<file path="src/rtl/decode_pkg.sv">
// Shared RV32I decode types: opcodes, instruction/immediate classes and the
// decoded payload carried through the decode stage buffer.
package decode_pkg;

    localparam logic [6:0] OPC_LOAD   = 7'b0000011;
    localparam logic [6:0] OPC_FENCE  = 7'b0001111;
    localparam logic [6:0] OPC_OP_IMM = 7'b0010011;
    localparam logic [6:0] OPC_AUIPC  = 7'b0010111;
    localparam logic [6:0] OPC_STORE  = 7'b0100011;
    localparam logic [6:0] OPC_OP     = 7'b0110011;
    localparam logic [6:0] OPC_LUI    = 7'b0110111;
    localparam logic [6:0] OPC_BRANCH = 7'b1100011;
    localparam logic [6:0] OPC_JALR   = 7'b1100111;
    localparam logic [6:0] OPC_JAL    = 7'b1101111;
    localparam logic [6:0] OPC_SYSTEM = 7'b1110011;

    typedef enum logic [3:0] {
        IT_ILLEGAL = 4'b0000,
        IT_LOAD    = 4'b0001,
        IT_STORE   = 4'b0010,
        IT_R       = 4'b0011,
        IT_OP_IMM  = 4'b0100,
        IT_BRANCH  = 4'b0101,
        IT_JAL     = 4'b0110,
        IT_LUI     = 4'b0111,
        IT_AUIPC   = 4'b1000,
        IT_JALR    = 4'b1001,
        IT_FENCE   = 4'b1010,
        IT_SYSTEM  = 4'b1011
    } inst_type_e;

    typedef enum logic [2:0] {
        IMM_I    = 3'b000,
        IMM_S    = 3'b001,
        IMM_R    = 3'b010,
        IMM_B    = 3'b011,
        IMM_J    = 3'b100,
        IMM_U    = 3'b101,
        IMM_NONE = 3'b111
    } imm_type_e;

    typedef enum logic [1:0] {
        BUF_EMPTY = 2'b00,
        BUF_ONE   = 2'b01,
        BUF_TWO   = 2'b10
    } buf_state_e;

    typedef struct packed {
        logic [6:0]  opcode;
        inst_type_e  inst_type;
        imm_type_e   imm_type;
        logic [4:0]  rd;
        logic [4:0]  rs1;
        logic [4:0]  rs2;
        logic [2:0]  func3;
        logic [6:0]  func7;
        logic [31:0] imm;
        logic        illegal;
    } decoded_t;

    // func7 must be 0, or 0100000 only for the SUB/SRA/SRAI encodings (func3 000/101)
    function automatic logic func7_ok(input logic [6:0] f7, input logic [2:0] f3);
        return (f7 == 7'b0000000) ||
               ((f7 == 7'b0100000) && ((f3 == 3'b000) || (f3 == 3'b101)));
    endfunction

endpackage

</file>
<file path="src/rtl/rv_decode_comb.sv">
// Pure combinational RV32I decoder: raw instruction word to decoded_t,
// with sign-extended immediates and illegal-instruction detection.
module rv_decode_comb
    import decode_pkg::*;
(
    input  logic [31:0] instr,
    output decoded_t    dec
);

    logic [2:0]  f3;
    logic [6:0]  f7;
    logic [31:0] imm_i, imm_s, imm_b, imm_u, imm_j;
    logic        legal;
    decoded_t    d;

    assign f3    = instr[14:12];
    assign f7    = instr[31:25];
    assign imm_i = {{20{instr[31]}}, instr[31:20]};
    assign imm_s = {{20{instr[31]}}, instr[31:25], instr[11:7]};
    assign imm_b = {{19{instr[31]}}, instr[31], instr[7], instr[30:25], instr[11:8], 1'b0};
    assign imm_u = {instr[31:12], 12'b0};
    assign imm_j = {{11{instr[31]}}, instr[31], instr[19:12], instr[20], instr[30:21], 1'b0};

    always_comb begin
        d        = '0;
        d.opcode = instr[6:0];
        legal    = 1'b1;
        if (instr[1:0] != 2'b11) begin
            legal = 1'b0;
        end else begin
            unique case (instr[6:0])
                OPC_OP: begin
                    d.inst_type = IT_R;     d.imm_type = IMM_R;
                    d.rd = instr[11:7];     d.rs1 = instr[19:15]; d.rs2 = instr[24:20];
                    d.func3 = f3;           d.func7 = f7;
                    legal = func7_ok(f7, f3);
                end
                OPC_OP_IMM: begin
                    d.inst_type = IT_OP_IMM; d.imm_type = IMM_I;
                    d.rd = instr[11:7];      d.rs1 = instr[19:15];
                    d.func3 = f3;            d.imm = imm_i;
                    if (f3 == 3'b001) begin
                        d.func7 = f7;
                        legal   = (f7 == 7'b0000000);
                    end else if (f3 == 3'b101) begin
                        d.func7 = f7;
                        legal   = func7_ok(f7, f3);
                    end
                end
                OPC_LOAD: begin
                    d.inst_type = IT_LOAD;  d.imm_type = IMM_I;
                    d.rd = instr[11:7];     d.rs1 = instr[19:15];
                    d.func3 = f3;           d.imm = imm_i;
                    legal = !(f3 == 3'b011 || f3 == 3'b110 || f3 == 3'b111);
                end
                OPC_STORE: begin
                    d.inst_type = IT_STORE; d.imm_type = IMM_S;
                    d.rs1 = instr[19:15];   d.rs2 = instr[24:20];
                    d.func3 = f3;           d.imm = imm_s;
                    legal = (f3 <= 3'b010);
                end
                OPC_BRANCH: begin
                    d.inst_type = IT_BRANCH; d.imm_type = IMM_B;
                    d.rs1 = instr[19:15];    d.rs2 = instr[24:20];
                    d.func3 = f3;            d.imm = imm_b;
                    legal = !(f3 == 3'b010 || f3 == 3'b011);
                end
                OPC_JAL: begin
                    d.inst_type = IT_JAL;   d.imm_type = IMM_J;
                    d.rd = instr[11:7];     d.imm = imm_j;
                end
                OPC_JALR: begin
                    d.inst_type = IT_JALR;  d.imm_type = IMM_I;
                    d.rd = instr[11:7];     d.rs1 = instr[19:15];
                    d.func3 = f3;           d.imm = imm_i;
                    legal = (f3 == 3'b000);
                end
                OPC_LUI: begin
                    d.inst_type = IT_LUI;   d.imm_type = IMM_U;
                    d.rd = instr[11:7];     d.imm = imm_u;
                end
                OPC_AUIPC: begin
                    d.inst_type = IT_AUIPC; d.imm_type = IMM_U;
                    d.rd = instr[11:7];     d.imm = imm_u;
                end
                OPC_FENCE, OPC_SYSTEM: begin
                    d.inst_type = (instr[6:0] == OPC_FENCE) ? IT_FENCE : IT_SYSTEM;
                    d.imm_type = IMM_I;
                    d.rd = instr[11:7];     d.rs1 = instr[19:15];
                    d.func3 = f3;           d.imm = imm_i;
                end
                default: legal = 1'b0;
            endcase
        end

        // Illegal entries keep only the opcode; every other field reads as zero
        if (!legal) begin
            d           = '0;
            d.opcode    = instr[6:0];
            d.inst_type = IT_ILLEGAL;
            d.imm_type  = IMM_NONE;
            d.illegal   = 1'b1;
        end
        dec = d;
    end

endmodule

</file>
<file path="src/rtl/rv_decode_stage.sv">
// Registered, handshaked RV32I decode stage: decodes on the input side and
// holds up to two decoded entries in an order-preserving elastic buffer.
module rv_decode_stage
    import decode_pkg::*;
#(
    parameter int unsigned XLEN    = 32,
    parameter int unsigned CNT_W   = 8,
    parameter bit          SKID_EN = 1'b1
) (
    input  logic             clk,
    input  logic             rst,
    input  logic             flush,
    input  logic             in_valid,
    output logic             in_ready,
    input  logic [31:0]      in_instr,
    input  logic [XLEN-1:0]  in_pc,
    output logic             out_valid,
    input  logic             out_ready,
    output logic [XLEN-1:0]  out_pc,
    output logic [6:0]       out_opcode,
    output logic [3:0]       out_inst_type,
    output logic [2:0]       out_imm_type,
    output logic [4:0]       out_rd,
    output logic [4:0]       out_rs1,
    output logic [4:0]       out_rs2,
    output logic [2:0]       out_func3,
    output logic [6:0]       out_func7,
    output logic [XLEN-1:0]  out_imm,
    output logic             out_illegal,
    output logic [CNT_W-1:0] illegal_count
);

    buf_state_e      state_q, state_d;
    decoded_t        main_q, main_d, skid_q, skid_d, in_dec;
    logic [XLEN-1:0] main_pc_q, main_pc_d, skid_pc_q, skid_pc_d;
    logic [CNT_W-1:0] cnt_q, cnt_d;
    logic            acc, drn;

    rv_decode_comb u_dec (
        .instr (in_instr),
        .dec   (in_dec)
    );

    assign out_valid = (state_q != BUF_EMPTY);
    assign in_ready  = SKID_EN ? (state_q != BUF_TWO) : (!out_valid || out_ready);
    assign acc       = in_valid && in_ready;
    assign drn       = out_valid && out_ready;

    always_ff @(posedge clk or negedge rst) begin
        if (!rst) begin
            state_q   <= BUF_EMPTY;
            main_q    <= '0;
            skid_q    <= '0;
            main_pc_q <= '0;
            skid_pc_q <= '0;
            cnt_q     <= '0;
        end else begin
            state_q   <= state_d;
            main_q    <= main_d;
            skid_q    <= skid_d;
            main_pc_q <= main_pc_d;
            skid_pc_q <= skid_pc_d;
            cnt_q     <= cnt_d;
        end
    end

    always_comb begin
        state_d   = state_q;
        main_d    = main_q;
        skid_d    = skid_q;
        main_pc_d = main_pc_q;
        skid_pc_d = skid_pc_q;
        cnt_d     = cnt_q;
        if (flush) begin
            state_d   = BUF_EMPTY;
            main_d    = '0;
            skid_d    = '0;
            main_pc_d = '0;
            skid_pc_d = '0;
        end else begin
            if (acc && in_dec.illegal && (cnt_q != '1))
                cnt_d = cnt_q + CNT_W'(1);
            unique case (state_q)
                BUF_EMPTY: begin
                    if (acc) begin
                        main_d    = in_dec;
                        main_pc_d = in_pc;
                        state_d   = BUF_ONE;
                    end
                end
                BUF_ONE: begin
                    // Without SKID_EN, in_ready already implies drain whenever we accept here
                    if (acc && drn) begin
                        main_d    = in_dec;
                        main_pc_d = in_pc;
                    end else if (acc) begin
                        skid_d    = in_dec;
                        skid_pc_d = in_pc;
                        state_d   = BUF_TWO;
                    end else if (drn) begin
                        state_d   = BUF_EMPTY;
                    end
                end
                BUF_TWO: begin
                    if (drn) begin
                        main_d    = skid_q;
                        main_pc_d = skid_pc_q;
                        state_d   = BUF_ONE;
                    end
                end
                default: state_d = BUF_EMPTY;
            endcase
        end
    end

    assign out_pc        = main_pc_q;
    assign out_opcode    = main_q.opcode;
    assign out_inst_type = main_q.inst_type;
    assign out_imm_type  = main_q.imm_type;
    assign out_rd        = main_q.rd;
    assign out_rs1       = main_q.rs1;
    assign out_rs2       = main_q.rs2;
    assign out_func3     = main_q.func3;
    assign out_func7     = main_q.func7;
    assign out_imm       = main_q.imm;
    assign out_illegal   = main_q.illegal;
    assign illegal_count = cnt_q;

endmodule
</file>
<file path="config.mk">
export PLATFORM = sky130hd
export DESIGN_NAME = rv_decode_stage
export DESIGN_NICKNAME = d
export VERILOG_FILES = /design/src/rtl/decode_pkg.sv /design/src/rtl/rv_decode_comb.sv /design/src/rtl/rv_decode_stage.sv
export SDC_FILE = /design/constraint.sdc
export NUM_CORES = 1
export LEC_CHECK = 0
export ABC_AREA = 1
export CORE_MARGIN = 3
export CORE_UTILIZATION = 50
export DETAILED_ROUTE_END_ITERATION = 8
export GPL_ROUTABILITY_DRIVEN = 0
export PLACE_DENSITY = 0.76
export SLEW_MARGIN = 10
export SYNTH_ARGS = -nofsm -noshare
export SYNTH_HDL_FRONTEND = slang
export SYNTH_SLANG_ARGS = --single-unit
</file>
<file path="constraint.sdc">
create_clock -name clk -period 2.5 [get_ports clk]
set_clock_uncertainty 0.05 [all_clocks]
set_input_delay 0.5 -clock clk [delete_from_list [all_inputs] [get_ports clk]]
set_output_delay 0.5 -clock clk [all_outputs]
set_load 0.05 [all_outputs]
</file>
Word level (Yosys, flattened, before mapping)

Cells that the tools add are included.

Output and inout port bits: 114
Bits in registers: 218

$add $sub $neg: 1
Eq/ne operators: 29
Bitwise operators: 1
Mux-type cells: 39
Magnitude comparators: 1
Reductions and logical operators: 31

Operators with widths:

| cell                                                | count |
|---|---|
| two-way mux 72 bit                                  | 7 |
| two-way mux 32 bit                                  | 7 |
| one-hot mux 72 bit (3 select lines)                 | 1 |
| one-hot mux 32 bit (5 select lines)                 | 1 |
| one-hot mux 32 bit (3 select lines)                 | 1 |
| one-hot mux 7 bit (10 select lines)                 | 1 |
| two-way mux 65 bit                                  | 1 |
| two-way mux 64 bit                                  | 1 |
| equality test 7 x 6 -> 1 bit, second input constant | 4 |
| equality test 7 bit, second input constant          | 4 |
| two-way mux 5 bit                                   | 3 |
| equality test 7 x 5 -> 1 bit, second input constant | 2 |
| two-way mux 7 bit                                   | 2 |
| one-hot mux 7 bit (2 select lines)                  | 1 |
| two-way mux 2 bit                                   | 6 |
| != test 3 bit, second input constant                | 4 |
| OR reduction 5 bit                                  | 2 |
| equality test 3 bit, second input constant          | 3 |
| OR reduction 9 bit                                  | 1 |
| adder 8 x 1 -> 8 bit, second input constant         | 1 |
| != test 8 bit, second input constant                | 1 |
| AND reduction 4 bit                                 | 2 |
| OR reduction 8 bit                                  | 1 |
| equality test 7 x 2 -> 1 bit, second input constant | 1 |
| other kinds (25)                                    | 44 |

Depth between registers and ports, before layout

Gate-level depths: netlist of the first run.

Depth in word-level cells: 13
Gate-level depth with buffers: 15
Gate-level depth less buffers: 13

Modules after synthesis

Synthesis of the first run repeated with hierarchy kept, for this count alone.

Cells, all modules: 1650
Area total of the unflattened synthesis: 12243.0 µm²

By module, submodules not included:

| module          | seq. area each (µm²) | cells an instance | times used | area an instance (µm²) |
|---|---|---|---|---|
| rv_decode_stage | 5455.2               | 1358              | 1          | 10521.3 |
| rv_decode_comb  | 0.0                  | 292               | 1          | 1721.7 |

Worst setup path after synthesis of the first run

Ideal clock, no wire load.

Kind: register -> register
From: register state_q[0]
To: register main_q (netlist bit out_func3[0])
Clock period less this slack: 2.261 ns
Path slack: 0.239 ns
Stages on the path, launching flop included: 16
Required time: 2.384 ns
Arrival: 2.145 ns
Buffers on the path: 2
Cell sequence: dfrtp_1 inv_1 ha_1 inv_1 nand2_1 inv_1 nand3_1 nand2_1 nand3_2 nor2_1 inv_2 buf_4 clkbuf_1 a21oi_1 nand2_1 nand2_1

Longest elaborated chain between the ends: 5

Ends and longest elaborated chain:

| element                                  | RTL line              | text |
|---|---|---|
| start, declared                          | rv_decode_stage.sv:33 | `buf_state_e state_q, state_d;` |
| start signal, assigned                   | rv_decode_stage.sv:58 | `state_q <= state_d;` |
| nonzero test 2 bit (*)                   | rv_decode_stage.sv:44 | `assign out_valid = (state_q != BUF_EMPTY);` |
| via out_valid                            | rv_decode_stage.sv:17 | `output logic out_valid,` |
| logical AND 1 bit (*)                    | rv_decode_stage.sv:47 | `assign drn = out_valid && out_ready;` |
| logical AND 1 bit                        | rv_decode_stage.sv:93 | `if (acc && drn) begin` |
| != test 3 bit (no source line)           | -                     |  |
| AND reduction 4 bit (no source line) (*) | -                     |  |
| end signal, assigned                     | rv_decode_stage.sv:59 | `main_q <= main_d;` |
| end, declared                            | rv_decode_stage.sv:34 | `decoded_t main_q, main_d, skid_q, skid_d, in_dec;` |

Mark *: on every way through the listed nets, which the timed path passes. The rest lies on a longest branch.
A chain may end at the register's enable or synchronous reset.

Final worst setup path of the first run

From: register state_q[0]
To: output out_valid

Longest elaborated chain between the ends: 1

Ends and longest elaborated chain:

| element            | RTL line |
|---|---|
| nonzero test 2 bit | rv_decode_stage.sv:44 |
| end, declared      | rv_decode_stage.sv:17 |

Every way passes these cells.

==> impl_results.md, run 1 <==
* Total chip power at 14.51 mW
* Setup slack of the critical path after layout at a little over 0.05 ns
* Worst slew slack as a fraction of its limit at 0.6054
* Top post-synthesis cells by count: sky130_fd_sc_hd__nand2_1, sky130_fd_sc_hd__dfrtp_1, sky130_fd_sc_hd__inv_1, sky130_fd_sc_hd__nor2_1, sky130_fd_sc_hd__a21oi_1
* P_leak at 7.869 nW
* Global Route Usage Sum at 0.2523
* Post-CTS Repair Setup Buffers at 0
* Cell Chain, Critical Path: inv_1 -> ha_1 -> inv_1 -> dlygate4sd2_1
* VDD IR max at 800.5 uV
* Clk Tree Root Cell: sky130_fd_sc_hd__clkbuf_16
* Share of synthesized registers carrying an async set or reset at 1.000
* Area of the die at 23940 um2
* Biggest cell delay along the critical path at ~0.55 ns
* Maximum capacitance violations at 0
* R2r startpoint: state_q[0]$_DFFE_PN0P_
* Worst min path class: reg -> reg
* Number of cell instances on the worst register-to-register path at 12
* Reg-to-Reg End: out_func7[4]$_DFFE_PN0P_
* NumNets Final at 1681
* Arr. time, crit path at 1.90 ns
* Post-synthesis cell count at 1399
* Proportion of netlist area held by the largest area contributor at 0.4932
* Combined area of all synthesized cells at 11060 um2
* Initial drt markers at 752
* Via-to-Cell Ratio at 5.239
* Slack of the worst reg-to-reg path at about 0.31 ns
* Sink Count at 218
* Crit path launch type: flip-flop
* Count of placed standard cells in the final layout, fillers left out at about 1900
* Combinational family with the most area after synthesis: simple AND/OR/NAND/NOR gates
* Vias after detailed routing at 9944
* Global route total overflow at 0
* Worst slack after detailed placement at -0.1730 ns
* Dominant register cell in the synthesized netlist: sky130_fd_sc_hd__dfrtp_1
* Master of the slowest instance on the critical path: sky130_fd_sc_hd__dlygate4sd2_1
* Die Ht at 154.7 um
* Horizontal die dimension at 154.7 um
* Most used routing layer: met2
* Proportion of layout cells with a drive suffix above 1 at 0.1226
* Synth-to-layout area growth at 30.70%
* Compound-gate portion of the synthesized area at 0.1233
* Mean instance size in the synthesized netlist at 7.907 um2
* Fin util at 0.6771
* Sum of routed wire length over all layers at 30900 um
* Number of pins with negative max-slew slack in the final report at 0
* Number of global-route vias before repair at a little under 10000
* Final period demand of the worst path at around 2.4 ns
* Ranking of synthesized cells by area: sky130_fd_sc_hd__dfrtp_1, sky130_fd_sc_hd__nand2_1, sky130_fd_sc_hd__nand2_4
* Number of placed cells counting well taps at 1854
* Upper clock frequency limit at 408.3 MHz
* Later-pin clock latency in the skew report at between 0.5 and 0.6 ns
* Post-Synth Simple-Gate Area at 0.2823
* Most frequent CP cell: sky130_fd_sc_hd__inv_1
* Number of enable-type register cells in the synthesized netlist at 0
* Worst Path Required at a little under 2 ns
* Post-DP HPWL at 20420 um
* Dominant cell type by area after synthesis: sky130_fd_sc_hd__dfrtp_1
* Antenna-violating nets left at 0
* Critical path capture point type: primary output
* Length of the first detailed-routing pass in iterations at 5
* Final hold violations at 0
* Power density cells at 1003 nW/um2
* Adder-cell area share of the yosys netlist at 0.005655
* Period Utilization, post-route at 0.9797
* Count of H-tree levels built during CTS at 1
* First-pass GRT wire length at 49850 um
* TritonCTS clock tree: built
* # setup viols final at 0
* Worst-case clock buffer depth at 3
* Port Buf Inserts at 182
* Met3 Use GR at 0.03050
* Cell with the most instances after synthesis: sky130_fd_sc_hd__nand2_1
* DRC errors left at 0
* Post-Synthesis Net Count at about 1500
* Number of diodes added for antenna fixing at 0
* Setup CP Type: reg -> out
* Antenna violations before repair at 0
* Hold_ws at 0.4286 ns
* Num ports at 183
* Maximum number of pins on one net before global-route repair at 125
* Flip-flop and latch count after synthesis at 218
* Run status: complete, no violations
* YS warnings at 0
* Core outline area at 21350 um2
* Worst-path clk slew at about 0.06 ns
* Number of fillers in the final layout at roughly 1800
* Critical path capture point: out_valid
* Actual slew at the worst max-slew pin at 0.5887 ns
* Number of clock buffers inserted by TritonCTS at 24
* Starting density of the core at 0.5180
* Proportion of synthesized area in mux cells at 0
* Worst setup path startpoint: state_q[0]$_DFFE_PN0P_
* Row Count at 53
* Post-synthesis xor/xnor area fraction at 0.004751
* Average wire length per cell after detail routing at about 16 um
* RSZ-0062 raised after global routing: false
* Met1 Usage GRT at 0.3567
* Met2 GRT Util at 0.4116
* Worst Path Max Fanout at 4
* Post-synth cell types at 32
* Post-synthesis sequential area ratio at 0.4932
==> repair_timing <==
item	CTS	global route
gates cloned	0	1
hold endpoints to repair	53	0
gates resized for setup	1	1
setup endpoints to repair	1	1
hold buffers	1	0
==> kinds of logic (layout without fill, tap and decap cells) <==
logic type      Yosys count  in the layout
flops                   218            218
fa+ha+maj                 5              5
compound gates          256            256
simple gates            685            685
xor+xnor                  6              6
buf+inv                 229            453
==> worst min-delay path by stage <==
stage,start,endpoint,cells past startpoint
after floorplan,rst,illegal_count[0]$_DFFE_PN0P_,0
after global placement,rst,skid_pc_q[3]$_DFFE_PN0P_,1
after detailed placement,rst,out_pc[3]$_DFFE_PN0P_,1
after CTS,out_rs2[3]$_DFFE_PN0P_,out_rs2[3]$_DFFE_PN0P_,2
after global routing,skid_pc_q[15]$_DFFE_PN0P_,skid_pc_q[15]$_DFFE_PN0P_,2
final,out_imm[20]$_DFFE_PN0P_,out_imm[20]$_DFFE_PN0P_,2
==> critical path, delay by kind of cell (launching register included) <==
family	cells	cell delay, ns
buf+inv	3	0.80
flops	1	0.39
fa+ha+maj	1	0.21
==> layout by cell type (no fill, tap or decap), types with 2 or more instances in the layout <==
cell and n:
sky130_fd_sc_hd__clkbuf_1 7, sky130_fd_sc_hd__nor3_1 2, sky130_fd_sc_hd__dfrtp_1 218, sky130_fd_sc_hd__o31ai_1 6
sky130_fd_sc_hd__clkinvlp_4 3, sky130_fd_sc_hd__o21ai_1 18, sky130_fd_sc_hd__nand2_1 439, sky130_fd_sc_hd__nor2_1 108
sky130_fd_sc_hd__xor2_1 4, sky130_fd_sc_hd__nor3_2 2, sky130_fd_sc_hd__inv_2 8, sky130_fd_sc_hd__a21boi_0 4
sky130_fd_sc_hd__a21oi_1 97, sky130_fd_sc_hd__clkdlybuf4s50_1 179, sky130_fd_sc_hd__nor2_2 4, sky130_fd_sc_hd__ha_1 4
sky130_fd_sc_hd__nand3_1 52, sky130_fd_sc_hd__nand2_4 52, sky130_fd_sc_hd__buf_12 18, sky130_fd_sc_hd__clkbuf_16 26
sky130_fd_sc_hd__o22ai_1 46, sky130_fd_sc_hd__nand2_2 12, sky130_fd_sc_hd__o21ai_0 85, sky130_fd_sc_hd__buf_4 58
sky130_fd_sc_hd__xnor2_1 2, sky130_fd_sc_hd__nand3b_1 2, sky130_fd_sc_hd__nand4_1 6, sky130_fd_sc_hd__inv_1 142
sky130_fd_sc_hd__clkbuf_8 4, sky130_fd_sc_hd__nor2_4 4
==> power breakdown <==
part	internal, mW	leakage [nW]	switching (mW)
combinational	1.93	4.52	4.44
clock	2.05	0.368	1.42
sequential	4.22	2.98	0.437
total	8.21	7.87	6.30
==> per-layer routing <==
metal  up-vias  part of all wire
li1       4829                 -
met1      4762              0.45
met2       298              0.47
met3        55             0.050
met4         0             0.028
met5         -                 0
==> flip-flops by register name, summed over array words and instances (netlist names), 7 cells and up <==
register       flops
out_imm           32
out_pc            32
out_func7          7
skid_pc_q         32
illegal_count      8
skid_q            72
out_opcode         7
==> stage by stage <==
step | setup TNS (ns) | area, um2
floorplan | 0 | 11060
global placement | -1.903 | 13640
detailed placement | -7.972 | 13640
CTS | 0 | 14430
global route | 0 | 14460
finish | 0 | 14460
==> layout make-up <==
cell class | count | area (um2) | share of cell area
Sequential cell | 218 | 5455 | 0.3773
Timing Repair Buffer | 260 | 2674 | 0.1849
Multi-Input combinational cell | 952 | 4642 | 0.3211
Clock inverter | 6 | 66.31 | 0.004587
Inverter | 151 | 569.3 | 0.03938
Clock buffer | 36 | 706.9 | 0.04890
Tap cell | 275 | 344.1 | 0.02380
(Power assumes the default switching activity.)
==> run 2: changes to the inputs <==
Settings changed: CAP_MARGIN set to 40, SLEW_MARGIN 10 to 20.
==> results of run 2 <==
Final layout, timing and power as in run 1 (identical DEF).
